`src/rtl/bytecode_fetcher_if.sv`:
```
// Fetcher-side bus bundle: memory address/data, decoder handshake and redirect.
// Modport master belongs to the fetcher, slave to the memory/decoder environment.
interface bytecode_fetcher_if #(
   parameter int BYTE         = 8,
   parameter int MAX_OPERANDS = 2,
   parameter int ADDR_W       = 9
) ();
   logic [ADDR_W-1:0]                 memory_pointer;
   logic [BYTE-1:0]                   data_from_memory;
   logic [BYTE*(MAX_OPERANDS+1)-1:0]  data_for_decoder;
   logic [1:0]                        operand_count;
   logic                              start_for_decoder;
   logic                              ready_from_decoder;
   logic                              pc_load;
   logic [ADDR_W-1:0]                 pc_load_addr;

   modport master (
      output memory_pointer, data_for_decoder, operand_count, start_for_decoder,
      input  data_from_memory, ready_from_decoder, pc_load, pc_load_addr
   );

   modport slave (
      input  memory_pointer, data_for_decoder, operand_count, start_for_decoder,
      output data_from_memory, ready_from_decoder, pc_load, pc_load_addr
   );
endinterface

```
`src/rtl/bytecode_fetcher.sv`:
```
// Bytecode fetcher: assembles opcode plus operand bytes and hands them to the decoder.
// Optional macro FETCH_DEBUG_EN adds state and instr_count observation outputs.
module bytecode_fetcher #(
   parameter int               BYTE         = 8,
   parameter int               MAX_OPERANDS = 2,
   parameter int               ADDR_W       = 9,
   parameter logic [ADDR_W-1:0] RESET_ADDR  = '0
) (
   input  logic                 clk,
   input  logic                 reset,
   bytecode_fetcher_if.master   bus
`ifdef FETCH_DEBUG_EN
   ,
   output logic [1:0]           state,
   output logic [15:0]          instr_count
`endif
);
   localparam int DW = BYTE * (MAX_OPERANDS + 1);

   typedef enum logic [1:0] {
      FETCH_OP   = 2'd0,
      FETCH_OPND = 2'd1,
      SEND       = 2'd2
   } state_e;

   state_e            state_q;
   logic [ADDR_W-1:0] ptr_q;
   logic [DW-1:0]     data_q;
   logic [1:0]        opcnt_q;
   logic [1:0]        idx_q;
   logic              start_q;
   logic [1:0]        opcnt_d;
   logic              xfer_s;

   // Operand-byte count per opcode, clamped to what the output word can hold.
   function automatic logic [1:0] lookup_operands(input logic [BYTE-1:0] op);
      logic [1:0] raw;
      logic [1:0] res;
      raw = 2'd0;
      if ((op == BYTE'(8'h10)) || (op == BYTE'(8'h12)) || (op == BYTE'(8'hA9)) ||
          ((op >= BYTE'(8'h15)) && (op <= BYTE'(8'h19))) ||
          ((op >= BYTE'(8'h36)) && (op <= BYTE'(8'h3A)))) begin
         raw = 2'd1;
      end else if ((op == BYTE'(8'h11)) || (op == BYTE'(8'h13)) || (op == BYTE'(8'h14)) ||
                   (op == BYTE'(8'h84)) ||
                   ((op >= BYTE'(8'h99)) && (op <= BYTE'(8'hA8)))) begin
         raw = 2'd2;
      end else begin
         raw = 2'd0;
      end
      if (int'(raw) > MAX_OPERANDS) begin
         res = 2'(MAX_OPERANDS);
      end else begin
         res = raw;
      end
      return res;
   endfunction

   // Opcode decode and decoder handshake qualification.
   always_comb begin
      opcnt_d = lookup_operands(bus.data_from_memory);
      xfer_s  = start_q & bus.ready_from_decoder;
   end

   // Fetch FSM; reset dominates redirect, redirect dominates normal sequencing.
   always_ff @(posedge clk) begin
      if (reset) begin
         state_q <= FETCH_OP;
         ptr_q   <= RESET_ADDR;
         data_q  <= '0;
         opcnt_q <= 2'd0;
         idx_q   <= 2'd0;
         start_q <= 1'b0;
      end else if (bus.pc_load) begin
         state_q <= FETCH_OP;
         ptr_q   <= bus.pc_load_addr;
         idx_q   <= 2'd0;
         start_q <= 1'b0;
      end else begin
         case (state_q)
            FETCH_OP: begin
               data_q  <= {bus.data_from_memory, {(DW-BYTE){1'b0}}};
               opcnt_q <= opcnt_d;
               idx_q   <= 2'd0;
               ptr_q   <= ptr_q + ADDR_W'(1);
               if (opcnt_d == 2'd0) begin
                  state_q <= SEND;
                  start_q <= 1'b1;
               end else begin
                  state_q <= FETCH_OPND;
                  start_q <= 1'b0;
               end
            end
            FETCH_OPND: begin
               // Operand k lands directly below the opcode, k-th byte from the top.
               data_q[BYTE*(MAX_OPERANDS-1-int'(idx_q)) +: BYTE] <= bus.data_from_memory;
               idx_q <= idx_q + 2'd1;
               ptr_q <= ptr_q + ADDR_W'(1);
               if (idx_q == (opcnt_q - 2'd1)) begin
                  state_q <= SEND;
                  start_q <= 1'b1;
               end else begin
                  state_q <= FETCH_OPND;
                  start_q <= 1'b0;
               end
            end
            SEND: begin
               if (xfer_s) begin
                  state_q <= FETCH_OP;
                  start_q <= 1'b0;
               end else begin
                  state_q <= SEND;
                  start_q <= 1'b1;
               end
            end
            default: begin
               state_q <= FETCH_OP;
               start_q <= 1'b0;
            end
         endcase
      end
   end

   assign bus.memory_pointer    = ptr_q;
   assign bus.data_for_decoder  = data_q;
   assign bus.operand_count     = opcnt_q;
   assign bus.start_for_decoder = start_q;

`ifdef FETCH_DEBUG_EN
   logic [15:0] instr_count_q;

   // Completed-transfer counter; a transfer coinciding with a redirect still counts.
   always_ff @(posedge clk) begin
      if (reset) begin
         instr_count_q <= 16'd0;
      end else if (xfer_s) begin
         instr_count_q <= instr_count_q + 16'd1;
      end else begin
         instr_count_q <= instr_count_q;
      end
   end

   assign state       = state_q;
   assign instr_count = instr_count_q;
`endif
endmodule

```
`src/flat_wrapper.sv`:
```
// flat-port wrapper written by rule: the top's interface ports become plain ports
module bytecode_fetcher_flat 
#(
   parameter int               BYTE         = 8,
   parameter int               MAX_OPERANDS = 2,
   parameter int               ADDR_W       = 9,
   parameter logic [ADDR_W-1:0] RESET_ADDR  = '0
)
  (clk, reset, bus_memory_pointer, bus_data_for_decoder, bus_operand_count, bus_start_for_decoder, bus_data_from_memory, bus_ready_from_decoder, bus_pc_load, bus_pc_load_addr);
  bytecode_fetcher_if #(.BYTE(BYTE), .MAX_OPERANDS(MAX_OPERANDS), .ADDR_W(ADDR_W)) bus_i ();
  input  logic clk;
  input  logic reset;
  output wire logic [$bits(bus_i.memory_pointer)-1:0] bus_memory_pointer;
  output wire logic [$bits(bus_i.data_for_decoder)-1:0] bus_data_for_decoder;
  output wire logic [$bits(bus_i.operand_count)-1:0] bus_operand_count;
  output wire logic [$bits(bus_i.start_for_decoder)-1:0] bus_start_for_decoder;
  input wire logic [$bits(bus_i.data_from_memory)-1:0] bus_data_from_memory;
  input wire logic [$bits(bus_i.ready_from_decoder)-1:0] bus_ready_from_decoder;
  input wire logic [$bits(bus_i.pc_load)-1:0] bus_pc_load;
  input wire logic [$bits(bus_i.pc_load_addr)-1:0] bus_pc_load_addr;
  assign bus_memory_pointer = bus_i.memory_pointer;
  assign bus_data_for_decoder = bus_i.data_for_decoder;
  assign bus_operand_count = bus_i.operand_count;
  assign bus_start_for_decoder = bus_i.start_for_decoder;
  assign bus_i.data_from_memory = bus_data_from_memory;
  assign bus_i.ready_from_decoder = bus_ready_from_decoder;
  assign bus_i.pc_load = bus_pc_load;
  assign bus_i.pc_load_addr = bus_pc_load_addr;
  bytecode_fetcher #(.BYTE(BYTE), .MAX_OPERANDS(MAX_OPERANDS), .ADDR_W(ADDR_W), .RESET_ADDR(RESET_ADDR)) u_core (.clk(clk), .reset(reset), .bus(bus_i));
endmodule
```
`config.mk`:
```
export PLATFORM = sky130hd
export DESIGN_NAME = bytecode_fetcher_flat
export DESIGN_NICKNAME = d
export VERILOG_FILES = /design/src/rtl/bytecode_fetcher_if.sv /design/src/rtl/bytecode_fetcher.sv /design/src/flat_wrapper.sv
export SDC_FILE = /design/constraint.sdc
export NUM_CORES = 1
export LEC_CHECK = 0
export BUFFER_PORTS_ARGS = -buffer_cell sky130_fd_sc_hd__clkbuf_2
export CAP_MARGIN = 0
export CORE_ASPECT_RATIO = 1.5
export CORE_UTILIZATION = 50
export CTS_BUF_LIST = sky130_fd_sc_hd__clkbuf_8 sky130_fd_sc_hd__clkbuf_16
export CTS_CLUSTER_SIZE = 16
export DETAILED_ROUTE_END_ITERATION = 16
export PLACE_DENSITY = 0.76
export SLEW_MARGIN = 20
export SYNTH_ARGS = -nofsm -noshare
export SYNTH_HDL_FRONTEND = slang
export SYNTH_SLANG_ARGS = --single-unit
export TNS_END_PERCENT = 30
```
`constraint.sdc`:
```
create_clock -name clk -period 2.7 [get_ports clk]
set_input_delay 0.27 -clock clk [delete_from_list [all_inputs] [get_ports clk]]
set_output_delay 0.27 -clock clk [all_outputs]
set_load 0.005 [all_outputs]
```
==> impl_results.md, run 1 <==
* Status: completed
* Clk_skew at 0.004395 ns
* Clock sinks at 39
* Vias in the first global route at between 1,000 and 1,500
* Multi-input logic area at ~1000 um^2
* IO Pins at 57
* Hold Crit Depth at 3
* CTS tree: built
* Slew headroom at 0.4712
* Reg clk slew, reported paths at 0.08 ns
* Crit end category: register
* GRT Total Usage at 0.2291
* Max VDD drop at 0.0005140 V
* Synthesized Nets at ~230
* CTS Buf Count at 5
* Number of setup violations in the final report at 0
* Commonest non-fill, non-tap cell in the layout: clkbuf_2
* Clk Latency, worst-skew pair at 0.30 ns
* Starting density of the core at 0.5338
* Final Max Tran Viols at 0
* DR DRC count at 0
* Yosys cell types at 43
* Pin count of the biggest net entering global routing at 40
* Asr flop ratio synth at 0
* Worst r2r dst: u_core.bus.data_for_decoder[18]
* DR iter-0 viols at 36
* Finished Cell Area at 2207 um^2
* Die X at around 52 um
* P&R area growth vs syn at 18.79%
* CP required at 2.85 ns
* P per Cell Area at 521.6 nW/um^2
* Via count at 1,624
* Reg2reg setup slack at 0.72 ns
* Clock root buffer: clkbuf_8
* Sequential cell area at 780.7 um^2
* Yosys reg bits at 39
* Register area share after synthesis at 0.4202
* First-pass GRT wire length at between 6000 and 7000 um
* RSZ-0062 raised after global routing: no
* Post-route setup slack at just over 0.7 ns
* Hold-fix buffers, CTS at 0
* Dpl hpwl at between 2000 and 3000 um
* N_diodes at 0
* Initial antenna violation count at 0
* Tightest Hold Check Type: in2reg
* Fin. Hold Viols at 0
* EDFF count, synth at 0
* Post_cts resized at 0
* Total Routed Length at slightly above 4000 um
* Mapped Cells at 206
* Synth area leaders: dfxtp_1 42%, nor2_1 8.5%, mux2i_1 6.5%
* Vias per cell at about 5.4
* Core area at around 3500 um^2
* Mapped Avg Cell Area at between 9 and 10 um^2
* Fmax achieved at 504.6 MHz
* Total chip power at 1.151 mW
* End-of-flow core utilization at 0.6341
* Main synth FF type: dfxtp_1
* R2R depth at 8
* FILL cells at between 300 and 400
* Crit path max fanout at 9
* Area after DPL at 2122 um^2
* WS Path Type: reg2reg
* Final net count at around 280
* Setup bufs post-CTS at 0
* Post-route ant nets at 0
* Yosys warns at 0
* Max_cap viols at 0
* Post-layout minimum cycle time at slightly below 2 ns
* Die H at between 70 and 80 um
* Die area at 3969 um^2
* Placer Congestion at 0.7664
* Most frequent cells in the layout: 56 x clkbuf_2, 42 x nor2_1, 39 x dfxtp_1
* DP Worst Slack at 0.7086 ns
* WL/cell at 13.62 um
* CP startpoint: u_core.idx_q[0]
* Post-Syn Area at 1858 um^2
* Startpoint types: register
* FP Rows at 26
* Final period util at 0.7339
* IO Port Bufs at 56
* Area leader, netlist: dfxtp_1
* Gr ovfl total at 0
* Clock Path Buffers at 2
* Total negative setup slack at 0 ns
* # H-tree levels at 2
* DRT Pass-1 Iters at 4
* Setup crit end: u_core.bus.data_for_decoder[18]
* Share of cells above drive strength 1 at 0.2868
* Tightest Pin Transition at 0.7932 ns
* CP arrival at about 2.1 ns
* Static Leak at ~0.95 nW
* FF-to-FF Start: u_core.idx_q[0]
* Share of the synthesized area in the top cell type at 0.4202
## layer usage
| metal | global-route usage | routed length, um | share of wire | up-vias |
|---|---|---|---|---|
| met4 | 0.1108 | 75 | 0.018 | 0 |
| met2 | 0.3753 | 2036 | 0.50 | 49 |
| met1 | 0.2670 | 1751 | 0.43 | 746 |
| met3 | 0.06151 | 222 | 0.054 | 8 |
| li1 | - | - | - | 821 |
| met5 | 0 | 0 | 0 | - |
## worst min-delay path by stage
stage | slack, ns | startpoint | to
2_1_floorplan | 0.41 | bus_pc_load_addr[1] | u_core.bus.memory_pointer[1]
3_3_place_gp | 0.47 | u_core.bus.data_for_decoder[18] | u_core.bus.data_for_decoder[18]
3_5_place_dp | 0.48 | u_core.bus.data_for_decoder[23] | u_core.bus.data_for_decoder[23]
4_1_cts | 0.19 | bus_pc_load_addr[5] | u_core.bus.memory_pointer[5]
5_1_grt | 0.20 | bus_pc_load_addr[0] | u_core.bus.memory_pointer[0]
6_report | 0.19 | bus_pc_load_addr[5] | u_core.bus.memory_pointer[5]
## area by class of cell
type / count / share of cell area
multi-input combinational: 150 / 0.4467
sequential: 39 / 0.3537
timing repair buffer: 57 / 0.1304
clock buffer: 5 / 0.03118
tap: 42 / 0.02381
clock inverter: 3 / 0.007370
inverter: 4 / 0.006803
## flip-flops by register name (all words and copies together) (netlist names)
signal                        count
u_core.bus.operand_count          2
u_core.idx_q                      2
u_core.state_q                    1
u_core.bus.start_for_decoder      1
u_core.bus.data_for_decoder      24
u_core.bus.memory_pointer         9
## worst max-delay path: stages (launching register included)
cell      delay, ns
dfxtp_1        0.51
inv_1          0.11
ha_1           0.34
nor2b_1        0.15
nand2_1        0.07
a21boi_0       0.18
buf_4          0.22
mux2i_1        0.21
nor2_1         0.06
## kinds of logic (layout without fill, tap and decap cells)
family          after synthesis  in the layout  share of synthesized area
flops                        39             39                     0.4202
fa+ha+maj                     4              4                    0.02694
compound gates               40             40                     0.1569
buf+inv                      17             69                    0.04915
simple gates                 85             85                     0.2397
xor+xnor                      9              9                    0.04243
mux                          12             12                    0.06465
## synth_stat cells (5+ instances only)
master    number
a22oi_1       16
dfxtp_1       39
xnor2_1        6
nor2_1        42
nand2b_1       5
nor2b_1        5
nand2_1        7
mux2i_1       12
nor3_1         7
a21oi_1       10
## power breakdown
| part | switching, mW | leakage (nW) | internal (mW) |
|---|---|---|---|
| clock | 0.211 | 0.0453 | 0.177 |
| sequential | 0.0199 | 0.318 | 0.595 |
| combinational | 0.0822 | 0.591 | 0.0660 |
| total | 0.313 | 0.955 | 0.838 |
## through the flow
stage | cells | hold slack (ns)
floorplan | 206 | 0.4127
global placement | 292 | 0.4725
detailed placement | 292 | 0.4829
CTS | 300 | 0.1885
global route | 300 | 0.1978
finish | 300 | 0.1948
Power figures use the tool's default switching activity.
==> run 2: changes to the inputs <==
Settings changed: CORE_UTILIZATION 50 to 46, PLACE_DENSITY 0.76 to 0.74.
Clock period 2.7 ns to 1.8 ns, I/O delays scaled along.
==> impl_results.md, run 2 (synthesis results as in run 1) <==
* Status: completed
* Clk Latency, worst-skew pair at 0.29 ns (about the same)
* Fmax achieved at 607.3 MHz (+20%)
* Crit path depth at 8 (unchanged)
* Share of cells above drive strength 1 at 0.3172 (+0.03034)
* Die area at 4303 um^2 (+8.4%)
* Total Routed Length at 4142 um (+1.4%)
* FF-to-FF Start: u_core.idx_q[0]
* Max VDD drop at 0.0005571 V (+8.4%)
* WP buf/inv at 2 (unchanged)
* Reg2reg setup slack at 0.15 ns (-0.56 ns)
* Placer Congestion at 0.7887 (+2.9%)
* Die X at 53.89 um (+4.1%)
* Reg clk slew, reported paths at 0.08 ns (about the same)
* Vias in the first global route at 1,570 (+4.9%)
* Core area at 3750 um^2 (+7.7%)
* DP Worst Slack at 0.1256 ns (-0.5830 ns)
* Initial antenna violation count at 0 (unchanged)
* WS Path Type: reg2reg
* Clock root buffer: clkbuf_8
* Via count at 1,667 (+2.6%)
* Post-route ant nets at 0 (unchanged)
* WHS at 0.1113 ns (-0.08346 ns)
* Area after DPL at 2205 um^2 (+3.9%)
* RSZ-0062 raised after global routing: no
* Hold Crit Endpoint: u_core.bus.memory_pointer[5]
* Finished Cell Area at 2297 um^2 (+4.1%)
* Critical-path cell list: inv_1, ha_1, nor2b_1, nand2_1, nor4_4, buf_4, a22oi_1, nor2_1
* Max_cap viols at 0 (unchanged)
* Crit end category: register
* Final Max Tran Viols at 0 (unchanged)
* P per Cell Area at 750.6 nW/um^2 (+44%)
* CP arrival at 1.88 ns (-0.26 ns)
* Min-delay src: bus_pc_load_addr[5]
* Clock Path Buffers at 2 (unchanged)
* CP max-delay cell: dfxtp_2
* Post-layout minimum cycle time at 1.647 ns (-0.3351 ns)
* Clk_skew at 0.006271 ns (+0.001876 ns)
* WL/cell at 13.32 um (-2.2%)
* # H-tree levels at 2 (unchanged)
* Cell family with most CP delay: simple AND/OR/NAND/NOR gates
* FP Rows at 27 (+3.8%)
* Tightest Pin Transition at 0.3953 ns (-0.3979 ns)
* R2R depth at 8 (unchanged)
* Sequential cell area at 782.0 um^2 (+0.16%)
* FILL cells at 364 (+8.3%)
* Number of setup violations in the final report at 0 (unchanged)
* Max reg flops at 24 (unchanged)
* P&R area growth vs syn at 23.64%
* Commonest non-fill, non-tap cell in the layout: clkbuf_2
* Final period util at 0.9147 (+0.1808)
* Multi-input logic area at 985.9 um^2 (unchanged)
* DR iter-0 viols at 37 (+2.8%)
* GRT Total Usage at 0.2179 (-0.01114)
* CP required at 2.03 ns (-0.82 ns)
* Most frequent cells in the layout: 56 x clkbuf_2, 42 x nor2_1, 38 x dfxtp_1
* Tightest Hold Check Type: in2reg
* Clock sinks at 39 (unchanged)
* Worst r2r dst: u_core.bus.data_for_decoder[12]
* Starting density of the core at 0.4955 (-0.03829)
* Hold Crit Depth at 3 (unchanged)
* Gr ovfl total at 0 (unchanged)
* CTS tree: built
* Die H at 79.84 um (+4.1%)
* Fin. Hold Viols at 0 (unchanged)
* DRT Pass-1 Iters at 6 (+2)
* Max incr delay on CP at 0.34 ns (-0.17 ns)
* Final net count at 292 (+3.5%)
* First-pass GRT wire length at 6920 um (+1.1%)
* N_diodes at 0 (unchanged)
* Pin count of the biggest net entering global routing at 40 (unchanged)
* Crit path max fanout at 8 (-1)
* CTS Buf Count at 5 (unchanged)
* Startpoint types: register
* DR DRC count at 0 (unchanged)
* Vias per cell at 5.360 (-0.98%)
* IO Pins at 57 (unchanged)
* IO Port Bufs at 56 (unchanged)
* Slew headroom at 0.7360 (+0.2648)
* Total negative setup slack at 0 ns (unchanged)
* Static Leak at 1.012 nW (+6.0%)
* Dpl hpwl at 3013 um (+2.9%)
* Post-route setup slack at 0.1535 ns (-0.5649 ns)
## run 2: changes by cell type in the layout (fill, tap and decap cells not counted), sizes merged
cell and delta:
buf +10
## run 2: power by group
| part | leakage [nW] | internal (mW) | total (mW) | switching, mW |
|---|---|---|---|---|
| registers | 0.319 | 0.893 | 0.921 | 0.0276 |
| logic | 0.648 | 0.113 | 0.241 | 0.128 |
| clock network | 0.0453 | 0.265 | 0.562 | 0.297 |
## run 2: what timing repair did
item                                    4_1_cts  5_1_grt
setup buffers                                 0        1
gates resized for setup                       0        1
endpoints found under the setup margin        0        8
endpoints found under the hold margin         0        0
hold buffers                                  0        0
## run 2: per-stage QoR
step	std cells	total power, mW	util
floorplan	206	1.090	-
global placement	302	1.178	0.5879
detailed placement	302	1.183	0.5879
CTS	310	1.751	0.6106
global route	311	1.812	0.6126
finish	311	1.724	0.6126
## run 2: worst register-to-register path: stages, from the launching register on
cell     delay, ns
dfxtp_2       0.34
inv_1         0.05
ha_1          0.32
nor2b_1       0.15
nand2_1       0.11
nor4_4        0.26
buf_4         0.19
a22oi_1       0.07
nor2_1        0.10
## run 2: how the worst max path moves through the flow
stage                               start                         endpoint  slack [ns]
final                     u_core.idx_q[0]  u_core.bus.data_for_decoder[12]        0.15
after global routing      u_core.idx_q[0]  u_core.bus.data_for_decoder[14]       0.002
after CTS                 u_core.idx_q[0]  u_core.bus.data_for_decoder[16]        0.10
after detailed placement  u_core.idx_q[0]  u_core.bus.data_for_decoder[16]        0.13
after global placement    u_core.idx_q[1]  u_core.bus.data_for_decoder[13]        0.19
after floorplan           u_core.idx_q[0]  u_core.bus.data_for_decoder[16]        0.09
## run 2: area by class of cell
cell class	instances	share of cell area
Tap cell	43	0.02342
Inverter	4	0.006536
Clock buffer	5	0.02996
Clock inverter	3	0.007081
Timing Repair Buffer	67	0.1634
Sequential cell	39	0.3404
Multi-Input combinational cell	150	0.4292
## run 2: routing by layer
metal,share of wire,vias up,global-route usage
li1,-,835,-
met1,0.42,778,0.2345
met2,0.51,47,0.3765
met3,0.051,7,0.06476
met4,0.017,0,0.09211
met5,0,-,0
